[config.mk]
export PLATFORM = sky130hd
export DESIGN_NAME = lab3_mem_line_to_word_adapter_flat
export DESIGN_NICKNAME = d
export VERILOG_FILES = /design/src/rtl/lab3_mem_line_to_word_adapter_if.sv /design/src/rtl/lab3_mem_line_to_word_adapter.sv /design/src/flat_wrapper.sv
export SDC_FILE = /design/constraint.sdc
export NUM_CORES = 1
export LEC_CHECK = 0
export ABC_CLOCK_PERIOD_IN_PS = 2100
export CAP_MARGIN = 25
export CORE_AREA = 2 2 172 174
export CTS_CLUSTER_DIAMETER = 40
export DETAILED_ROUTE_END_ITERATION = 10
export DIE_AREA = 0 0 174 176
export GPL_ROUTABILITY_DRIVEN = 0
export GPL_TIMING_DRIVEN = 1
export MAX_ROUTING_LAYER = met4
export PLACE_DENSITY_LB_ADDON = 0.25
export RECOVER_POWER = 50
export SETUP_SLACK_MARGIN = 0.4
export SYNTH_ARGS = -nofsm -noshare
export SYNTH_HDL_FRONTEND = slang
export SYNTH_SLANG_ARGS = --single-unit
export TNS_END_PERCENT = 5
[constraint.sdc]
create_clock -name clk -period 2.1 [get_ports clk]
set_clock_uncertainty 0.2 [all_clocks]
set_input_delay 0.42 -clock clk [delete_from_list [all_inputs] [get_ports clk]]
set_output_delay 0.42 -clock clk [all_outputs]
set_load 0.005 [all_outputs]
[src/rtl/lab3_mem_line_to_word_adapter_if.sv]
// Handshake bundle between the cache line port, the adapter and word memory.
// The adapter takes the slave view; cache and memory together take master.
interface lab3_mem_line_to_word_adapter_if #(
    parameter int p_nwords    = 4,
    parameter int p_opq_nbits = 8
);
    localparam int LW = 32 * p_nwords;

    logic                   linereq_val;
    logic                   linereq_rdy;
    logic [2:0]             linereq_type;
    logic [p_opq_nbits-1:0] linereq_opaque;
    logic [31:0]            linereq_addr;
    logic [LW-1:0]          linereq_data;

    logic                   lineresp_val;
    logic                   lineresp_rdy;
    logic [2:0]             lineresp_type;
    logic [p_opq_nbits-1:0] lineresp_opaque;
    logic [LW-1:0]          lineresp_data;

    logic                   wordreq_val;
    logic                   wordreq_rdy;
    logic [2:0]             wordreq_type;
    logic [p_opq_nbits-1:0] wordreq_opaque;
    logic [31:0]            wordreq_addr;
    logic [31:0]            wordreq_data;

    logic                   wordresp_val;
    logic                   wordresp_rdy;
    logic [2:0]             wordresp_type;
    logic [p_opq_nbits-1:0] wordresp_opaque;
    logic [31:0]            wordresp_data;

    modport slave (
        input  linereq_val, linereq_type, linereq_opaque,
        input  linereq_addr, linereq_data,
        output linereq_rdy,
        output lineresp_val, lineresp_type, lineresp_opaque,
        output lineresp_data,
        input  lineresp_rdy,
        output wordreq_val, wordreq_type, wordreq_opaque,
        output wordreq_addr, wordreq_data,
        input  wordreq_rdy,
        input  wordresp_val, wordresp_type, wordresp_opaque,
        input  wordresp_data,
        output wordresp_rdy
    );

    modport master (
        output linereq_val, linereq_type, linereq_opaque,
        output linereq_addr, linereq_data,
        input  linereq_rdy,
        input  lineresp_val, lineresp_type, lineresp_opaque,
        input  lineresp_data,
        output lineresp_rdy,
        input  wordreq_val, wordreq_type, wordreq_opaque,
        input  wordreq_addr, wordreq_data,
        output wordreq_rdy,
        output wordresp_val, wordresp_type, wordresp_opaque,
        output wordresp_data,
        input  wordresp_rdy
    );
endinterface

[src/rtl/lab3_mem_line_to_word_adapter.sv]
// Splits cache line requests into pipelined word requests and reassembles.
// Define LAB3_MEM_LINE_ADAPTER_CWF_EN to issue the critical word first.
module lab3_mem_line_to_word_adapter #(
    parameter int p_nwords    = 4,
    parameter int p_opq_nbits = 8
) (
    input logic clk,
    input logic reset,
    lab3_mem_line_to_word_adapter_if.slave bus
);
    localparam int IW = $clog2(p_nwords);
    localparam int LW = 32 * p_nwords;
    localparam int BW = 32 - IW - 2;

    typedef enum logic [1:0] {
        IDLE,
        ISSUE,
        DRAIN,
        RESP
    } state_t;

    state_t state;
    state_t state_nxt;

    logic [IW:0]            issue_cnt;
    logic [p_nwords-1:0]    recv_mask;
    logic [p_nwords-1:0]    mask_upd;
    logic [LW-1:0]          line_buf;
    logic [2:0]             lat_type;
    logic [p_opq_nbits-1:0] lat_opq;
    logic [BW-1:0]          lat_base;
    logic [IW-1:0]          idx;
    logic [IW-1:0]          resp_idx;
    logic                   lat_rd;
    logic                   linereq_go;
    logic                   lineresp_go;
    logic                   wordreq_go;
    logic                   wordresp_go;
    logic                   last_issue;
    logic                   all_recv;
    logic                   unused_bits;

    assign linereq_go  = bus.linereq_val & bus.linereq_rdy;
    assign lineresp_go = bus.lineresp_val & bus.lineresp_rdy;
    assign wordreq_go  = bus.wordreq_val & bus.wordreq_rdy;
    assign wordresp_go = bus.wordresp_val & bus.wordresp_rdy;

    assign lat_rd     = (lat_type == 3'd0);
    assign resp_idx   = bus.wordresp_opaque[IW-1:0];
    assign last_issue = (issue_cnt == (IW+1)'(p_nwords - 1));

    // Completion looks at the mask including this cycle's response
    assign mask_upd = recv_mask
                    | ({p_nwords{wordresp_go}}
                       & ({{(p_nwords-1){1'b0}}, 1'b1} << resp_idx));
    assign all_recv = &mask_upd;

`ifdef LAB3_MEM_LINE_ADAPTER_CWF_EN
    logic [IW-1:0] start_idx;

    always_ff @(posedge clk or negedge reset) begin
        if (!reset) begin
            start_idx <= '0;
        end else if (linereq_go) begin
            start_idx <= bus.linereq_addr[IW+1:2];
        end
    end

    assign idx = issue_cnt[IW-1:0] + start_idx;
    assign unused_bits = ^{bus.linereq_addr[1:0],
                           bus.wordresp_opaque[p_opq_nbits-1:IW],
                           bus.wordresp_type};
`else
    assign idx = issue_cnt[IW-1:0];
    assign unused_bits = ^{bus.linereq_addr[IW+1:0],
                           bus.wordresp_opaque[p_opq_nbits-1:IW],
                           bus.wordresp_type};
`endif

    always_ff @(posedge clk or negedge reset) begin
        if (!reset) begin
            state <= IDLE;
        end else begin
            state <= state_nxt;
        end
    end

    always_comb begin
        state_nxt = state;
        unique case (state)
            IDLE:    if (linereq_go) state_nxt = ISSUE;
            ISSUE:   if (wordreq_go && last_issue)
                         state_nxt = all_recv ? RESP : DRAIN;
            DRAIN:   if (all_recv) state_nxt = RESP;
            RESP:    if (lineresp_go) state_nxt = IDLE;
            default: state_nxt = IDLE;
        endcase
    end

    always_comb begin
        bus.linereq_rdy  = 1'b0;
        bus.wordreq_val  = 1'b0;
        bus.wordresp_rdy = 1'b0;
        bus.lineresp_val = 1'b0;
        unique case (1'b1)
            (state == IDLE):  bus.linereq_rdy = reset;
            (state == ISSUE): begin
                bus.wordreq_val  = 1'b1;
                bus.wordresp_rdy = 1'b1;
            end
            (state == DRAIN): bus.wordresp_rdy = 1'b1;
            (state == RESP):  bus.lineresp_val = 1'b1;
            default: ;
        endcase
    end

    always_ff @(posedge clk or negedge reset) begin
        if (!reset) begin
            issue_cnt <= '0;
            recv_mask <= '0;
            line_buf  <= '0;
            lat_type  <= '0;
            lat_opq   <= '0;
            lat_base  <= '0;
        end else begin
            if (linereq_go) begin
                lat_type  <= bus.linereq_type;
                lat_opq   <= bus.linereq_opaque;
                lat_base  <= bus.linereq_addr[31:IW+2];
                line_buf  <= (bus.linereq_type == 3'd0)
                           ? '0 : bus.linereq_data;
                recv_mask <= '0;
                issue_cnt <= '0;
            end
            if (wordreq_go && issue_cnt != (IW+1)'(p_nwords)) begin
                issue_cnt <= issue_cnt + 1'b1;
            end
            if (wordresp_go) begin
                recv_mask <= mask_upd;
                if (lat_rd) begin
                    line_buf[32*resp_idx +: 32] <= bus.wordresp_data;
                end
            end
            if (lineresp_go) begin
                issue_cnt <= '0;
                recv_mask <= '0;
            end
        end
    end

    assign bus.lineresp_type   = lat_type;
    assign bus.lineresp_opaque = lat_opq;
    assign bus.lineresp_data   = lat_rd ? line_buf : '0;

    assign bus.wordreq_type   = lat_rd ? 3'd0 : 3'd1;
    assign bus.wordreq_opaque = {{(p_opq_nbits-IW){1'b0}}, idx};
    assign bus.wordreq_addr   = {lat_base, idx, 2'b00};
    assign bus.wordreq_data   = lat_rd ? 32'd0 : line_buf[32*idx +: 32];

    // Memory must answer each word once, with the type it was asked for
    dup_resp_a: assert property (@(posedge clk) disable iff (!reset)
        wordresp_go |-> !recv_mask[resp_idx]);

    resp_type_a: assert property (@(posedge clk) disable iff (!reset)
        wordresp_go |-> (bus.wordresp_type == bus.wordreq_type));
endmodule
[src/flat_wrapper.sv]
// flat-port wrapper written by rule: the top's interface ports become plain ports
module lab3_mem_line_to_word_adapter_flat 
#(
    parameter int p_nwords    = 4,
    parameter int p_opq_nbits = 8
)
  (clk, reset, bus_linereq_val, bus_linereq_type, bus_linereq_opaque, bus_linereq_addr, bus_linereq_data, bus_linereq_rdy, bus_lineresp_val, bus_lineresp_type, bus_lineresp_opaque, bus_lineresp_data, bus_lineresp_rdy, bus_wordreq_val, bus_wordreq_type, bus_wordreq_opaque, bus_wordreq_addr, bus_wordreq_data, bus_wordreq_rdy, bus_wordresp_val, bus_wordresp_type, bus_wordresp_opaque, bus_wordresp_data, bus_wordresp_rdy);
  lab3_mem_line_to_word_adapter_if #(.p_nwords(p_nwords), .p_opq_nbits(p_opq_nbits)) bus_i ();
  input logic clk;
  input logic reset;
  input wire logic [$bits(bus_i.linereq_val)-1:0] bus_linereq_val;
  input wire logic [$bits(bus_i.linereq_type)-1:0] bus_linereq_type;
  input wire logic [$bits(bus_i.linereq_opaque)-1:0] bus_linereq_opaque;
  input wire logic [$bits(bus_i.linereq_addr)-1:0] bus_linereq_addr;
  input wire logic [$bits(bus_i.linereq_data)-1:0] bus_linereq_data;
  output wire logic [$bits(bus_i.linereq_rdy)-1:0] bus_linereq_rdy;
  output wire logic [$bits(bus_i.lineresp_val)-1:0] bus_lineresp_val;
  output wire logic [$bits(bus_i.lineresp_type)-1:0] bus_lineresp_type;
  output wire logic [$bits(bus_i.lineresp_opaque)-1:0] bus_lineresp_opaque;
  output wire logic [$bits(bus_i.lineresp_data)-1:0] bus_lineresp_data;
  input wire logic [$bits(bus_i.lineresp_rdy)-1:0] bus_lineresp_rdy;
  output wire logic [$bits(bus_i.wordreq_val)-1:0] bus_wordreq_val;
  output wire logic [$bits(bus_i.wordreq_type)-1:0] bus_wordreq_type;
  output wire logic [$bits(bus_i.wordreq_opaque)-1:0] bus_wordreq_opaque;
  output wire logic [$bits(bus_i.wordreq_addr)-1:0] bus_wordreq_addr;
  output wire logic [$bits(bus_i.wordreq_data)-1:0] bus_wordreq_data;
  input wire logic [$bits(bus_i.wordreq_rdy)-1:0] bus_wordreq_rdy;
  input wire logic [$bits(bus_i.wordresp_val)-1:0] bus_wordresp_val;
  input wire logic [$bits(bus_i.wordresp_type)-1:0] bus_wordresp_type;
  input wire logic [$bits(bus_i.wordresp_opaque)-1:0] bus_wordresp_opaque;
  input wire logic [$bits(bus_i.wordresp_data)-1:0] bus_wordresp_data;
  output wire logic [$bits(bus_i.wordresp_rdy)-1:0] bus_wordresp_rdy;
  assign bus_i.linereq_val = bus_linereq_val;
  assign bus_i.linereq_type = bus_linereq_type;
  assign bus_i.linereq_opaque = bus_linereq_opaque;
  assign bus_i.linereq_addr = bus_linereq_addr;
  assign bus_i.linereq_data = bus_linereq_data;
  assign bus_linereq_rdy = bus_i.linereq_rdy;
  assign bus_lineresp_val = bus_i.lineresp_val;
  assign bus_lineresp_type = bus_i.lineresp_type;
  assign bus_lineresp_opaque = bus_i.lineresp_opaque;
  assign bus_lineresp_data = bus_i.lineresp_data;
  assign bus_i.lineresp_rdy = bus_lineresp_rdy;
  assign bus_wordreq_val = bus_i.wordreq_val;
  assign bus_wordreq_type = bus_i.wordreq_type;
  assign bus_wordreq_opaque = bus_i.wordreq_opaque;
  assign bus_wordreq_addr = bus_i.wordreq_addr;
  assign bus_wordreq_data = bus_i.wordreq_data;
  assign bus_i.wordreq_rdy = bus_wordreq_rdy;
  assign bus_i.wordresp_val = bus_wordresp_val;
  assign bus_i.wordresp_type = bus_wordresp_type;
  assign bus_i.wordresp_opaque = bus_wordresp_opaque;
  assign bus_i.wordresp_data = bus_wordresp_data;
  assign bus_wordresp_rdy = bus_i.wordresp_rdy;
  lab3_mem_line_to_word_adapter #(.p_nwords(p_nwords), .p_opq_nbits(p_opq_nbits)) u_core (.clk(clk), .reset(reset), .bus(bus_i));
endmodule
==> flow_metrics.env <==
export IMPL_p_per_area_mw_per_mm2=1350
export IMPL_dp_hpwl_mm=28.9
export IMPL_first_pass_iters=5
export IMPL_yosysMostFrequentCell="nand2_1"
export IMPL_crit_arrival_ns=2.08
export IMPL_grt_pass1_vias=10600
export IMPL_cts_clk_slew_worst_paths_ns=0.07
export IMPL_clockPowerShare=0.143
export IMPL_ys_async_sr_fraction=1.00
export IMPL_drive_gt1_frac=0.332
export IMPL_wire_per_inst_um=22.0
export IMPL_seq_area_frac_synth=0.449
export IMPL_syn2layout_area_growth_pct=71.4
export IMPL_fillers=2505
export IMPL_yosys_top_cells_count="179 x nand2_1, 176 x dfrtp_1, 163 x and2_1"
export IMPL_grt_use_total=0.275
export IMPL_synth_area_mm2=0.00980
export IMPL_min_path_type="flop to flop"
export IMPL_ys_flop_type="dfrtp_1"
export IMPL_slew_limit_headroom=0.385
export IMPL_grt_overflow_total=0
export IMPL_fin_setup_tns_ns=-71.86
export IMPL_maxCapViolCount=0
export IMPL_synth_edf_count=0
export IMPL_ys_warn_count=0
export IMPL_synth_avg_cell_area_um2=9.93
export IMPL_swShare=0.351
export IMPL_crit_type="flop to output pin"
export IMPL_fin_area_mm2=0.0168
export IMPL_finalHoldViolCount=0
export IMPL_ioPinCount=438
export IMPL_wirelength_mm=42.1
export IMPL_synth_seq_cells=176
export IMPL_drtIter0Drc=811
export IMPL_ctsLongestPathBuffers=2
export IMPL_htreeDepth=4
export IMPL_nets=1745
export IMPL_setup_ws_ns=-0.600
export IMPL_rows=62
export IMPL_grt_pass1_wl_mm=62.0
export IMPL_vias_per_cell=5.33
export IMPL_vias=10200
export IMPL_min_period_ns=2.70
export IMPL_route_detailed_drc=0
export IMPL_synth_cell_types=41
export IMPL_clk_latency_ns=0.43
export IMPL_grt_max_degree=123
export IMPL_die_x_um=174
export IMPL_cts_buffers=17
export IMPL_combPwrFrac=0.593
export IMPL_coreArea_mm2=0.0285
export IMPL_antenna_found_initial=4
export IMPL_drtAntennaViolNets=0
export IMPL_syn_inst=987
export IMPL_yosys_area_top_type="dfrtp_1"
export IMPL_setup_worst_path_start_class="flop"
export IMPL_setup_viol=269
export IMPL_p_leak_nw=7.63
export IMPL_p_seq_frac=0.264
export IMPL_p_sw_mw=7.95
export IMPL_violations="negative setup slack"
export IMPL_maxSlewViolCount=0
export IMPL_port_buffers=414
export IMPL_die_area_mm2=0.0306
export IMPL_min_period_over_period=1.29
export IMPL_end_kind="output pin"
export IMPL_ir_drop_uv=728
export IMPL_cts_tree="done"
export IMPL_rsz0062_at_grt="yes"
export IMPL_worst_pin_slew_ns=0.923
export IMPL_initial_utilization=0.343
export IMPL_path_max_fanout=5
export IMPL_outcome="finished, violations left"
export IMPL_die_y_um=176
export IMPL_cts_root_buf="clkbuf_16"
export IMPL_p_int_mw=14.7
export IMPL_synth_area_leaders="dfrtp_1 45%, and2_1 10%, a22oi_1 8.0%"
export IMPL_yosysTopAreaCellShare=0.449
export IMPL_cp_required_ns=1.48
export IMPL_clock_sinks=176
export IMPL_placed_area_mm2=0.0155
export IMPL_fmax_ghz=0.370
## per-stage QoR
step	util	instances	hold slack [ns]	worst slack (ns)	power (mW)
final	0.589	1912	0.276	-0.600	22.6
after global routing	0.589	1912	0.302	-0.660	24.0
after CTS	0.582	1890	0.254	-0.700	21.8
after detailed placement	0.543	1827	0.0718	-0.604	17.9
after global placement	0.543	1827	0.0716	-0.527	17.7
after floorplan	-	996	-0.0756	-0.0967	10.9
## per-layer routing
metal / up-vias / wire [um] / share of wire / GRT usage
met3: 67 / 3280 / 0.078 / 0.0581
li1: 4598 / - / - / -
met1: 5003 / 16600 / 0.40 / 0.319
met4: 0 / 1230 / 0.029 / 0.110
met2: 518 / 20900 / 0.50 / 0.467
met5: - / 0 / 0 / -
## final timing paths
path | start | end | slack (ns) | depth (start not counted)
setup / recovery | u_core.issue_cnt[0]$_DFFE_PN0P_ | bus_wordreq_data[31] | -0.60 | 7
hold / removal | u_core.bus.lineresp_opaque[6]$_DFFE_PN0N_ | u_core.bus.lineresp_opaque[6]$_DFFE_PN0N_ | 0.28 | 2
setup reg to reg | u_core.issue_cnt[0]$_DFFE_PN0P_ | u_core.state[0]$_DFFE_PN0P_ | -0.38 | 11
hold reg to reg | u_core.bus.lineresp_opaque[6]$_DFFE_PN0N_ | u_core.bus.lineresp_opaque[6]$_DFFE_PN0N_ | 0.28 | 2
max in group asynchronous | reset | u_core.line_buf[15]$_DFF_PN0_ | 0.18 | 3
min in group asynchronous | reset | u_core.line_buf[63]$_DFF_PN0_ | 0.48 | 2
## sequential cells by signal, indices dropped and copies added (netlist names)
register and cells:
u_core.bus.lineresp_type 3, u_core.recv_mask 4, u_core.bus.lineresp_opaque 8, u_core.state 2, u_core.line_buf 128, u_core.lat_base 28
u_core.issue_cnt 3
## cell usage in the layout (no fill, tap or decap), types with 6 or more instances in the layout
master | synthesis | routed
clkbuf_16 | 0 | 20
clkdlybuf4s15_1 | 0 | 28
buf_2 | 18 | 48
dlymetal6s2s_1 | 0 | 10
buf_12 | 0 | 37
and2_4 | 0 | 51
buf_6 | 6 | 73
mux4_2 | 32 | 32
a221oi_1 | 26 | 26
dfrtp_1 | 176 | 174
and2_1 | 163 | 112
clkdlybuf4s50_1 | 0 | 214
clkdlybuf4s15_2 | 0 | 24
buf_4 | 15 | 107
dlygate4sd2_1 | 0 | 9
o21ai_1 | 4 | 21
ha_1 | 13 | 8
a22oi_1 | 105 | 105
inv_1 | 8 | 6
nor2_1 | 10 | 9
and3_4 | 0 | 6
a21oi_1 | 30 | 27
clkbuf_2 | 0 | 39
o2bb2ai_2 | 0 | 19
buf_16 | 0 | 6
o2bb2ai_1 | 76 | 57
nand2_1 | 179 | 176
conb_1 | 1 | 10
## cell type report
cell class | instances | area, um^2 | share of cell area
clock buffers | 19 | 433 | 0.0258
multi-input cells | 702 | 5280 | 0.314
repair buffers | 606 | 6020 | 0.358
diodes | 3 | 7.51 | 0.000447
flip-flops and latches | 176 | 4410 | 0.262
clock inverters | 13 | 143 | 0.00849
inverters | 9 | 33.8 | 0.00201
well taps | 384 | 480 | 0.0286
## power groups by stage
stage               Combinational, mW  Clock (mW)  Sequential, mW
floorplan                        5.11           0            5.76
global placement                 11.8           0            5.93
detailed placement               11.9           0            5.98
CTS                              12.5        3.30            5.94
global route                     14.4        3.44            6.14
finish                           13.4        3.24            5.97
## logic make-up (layout without fill, tap and decap cells)
| group | after synthesis | count (layout) | synth area share |
|---|---|---|---|
| simple gates | 373 | 373 | 0.193 |
| compound gates | 272 | 272 | 0.207 |
| flops | 176 | 176 | 0.449 |
| buf+inv | 118 | 647 | 0.0578 |
| mux | 34 | 34 | 0.0757 |
| fa+ha+maj | 13 | 13 | 0.0166 |
| other cells | 1 | 13 | 0.000383 |
## critical path, stage by stage (launching register included)
cell and delay [ns]:
dfrtp_2 0.46, buf_6 0.14, buf_12 0.12, buf_12 0.13, buf_6 0.11, mux4_2 0.42, and2_4 0.15, buf_6 0.11
## what timing repair did
item | in CTS | in global routing
endpoints found under the hold margin | 6 | 0
hold buffers | 3 | 0
pin swaps | 29 | 33
resized for setup | 513 | 267
endpoints found under the setup margin | 341 | 341
buffers inserted | 22 | 16
gates cloned | 6 | 3
Note: power is estimated with default switching activity, not from simulation.
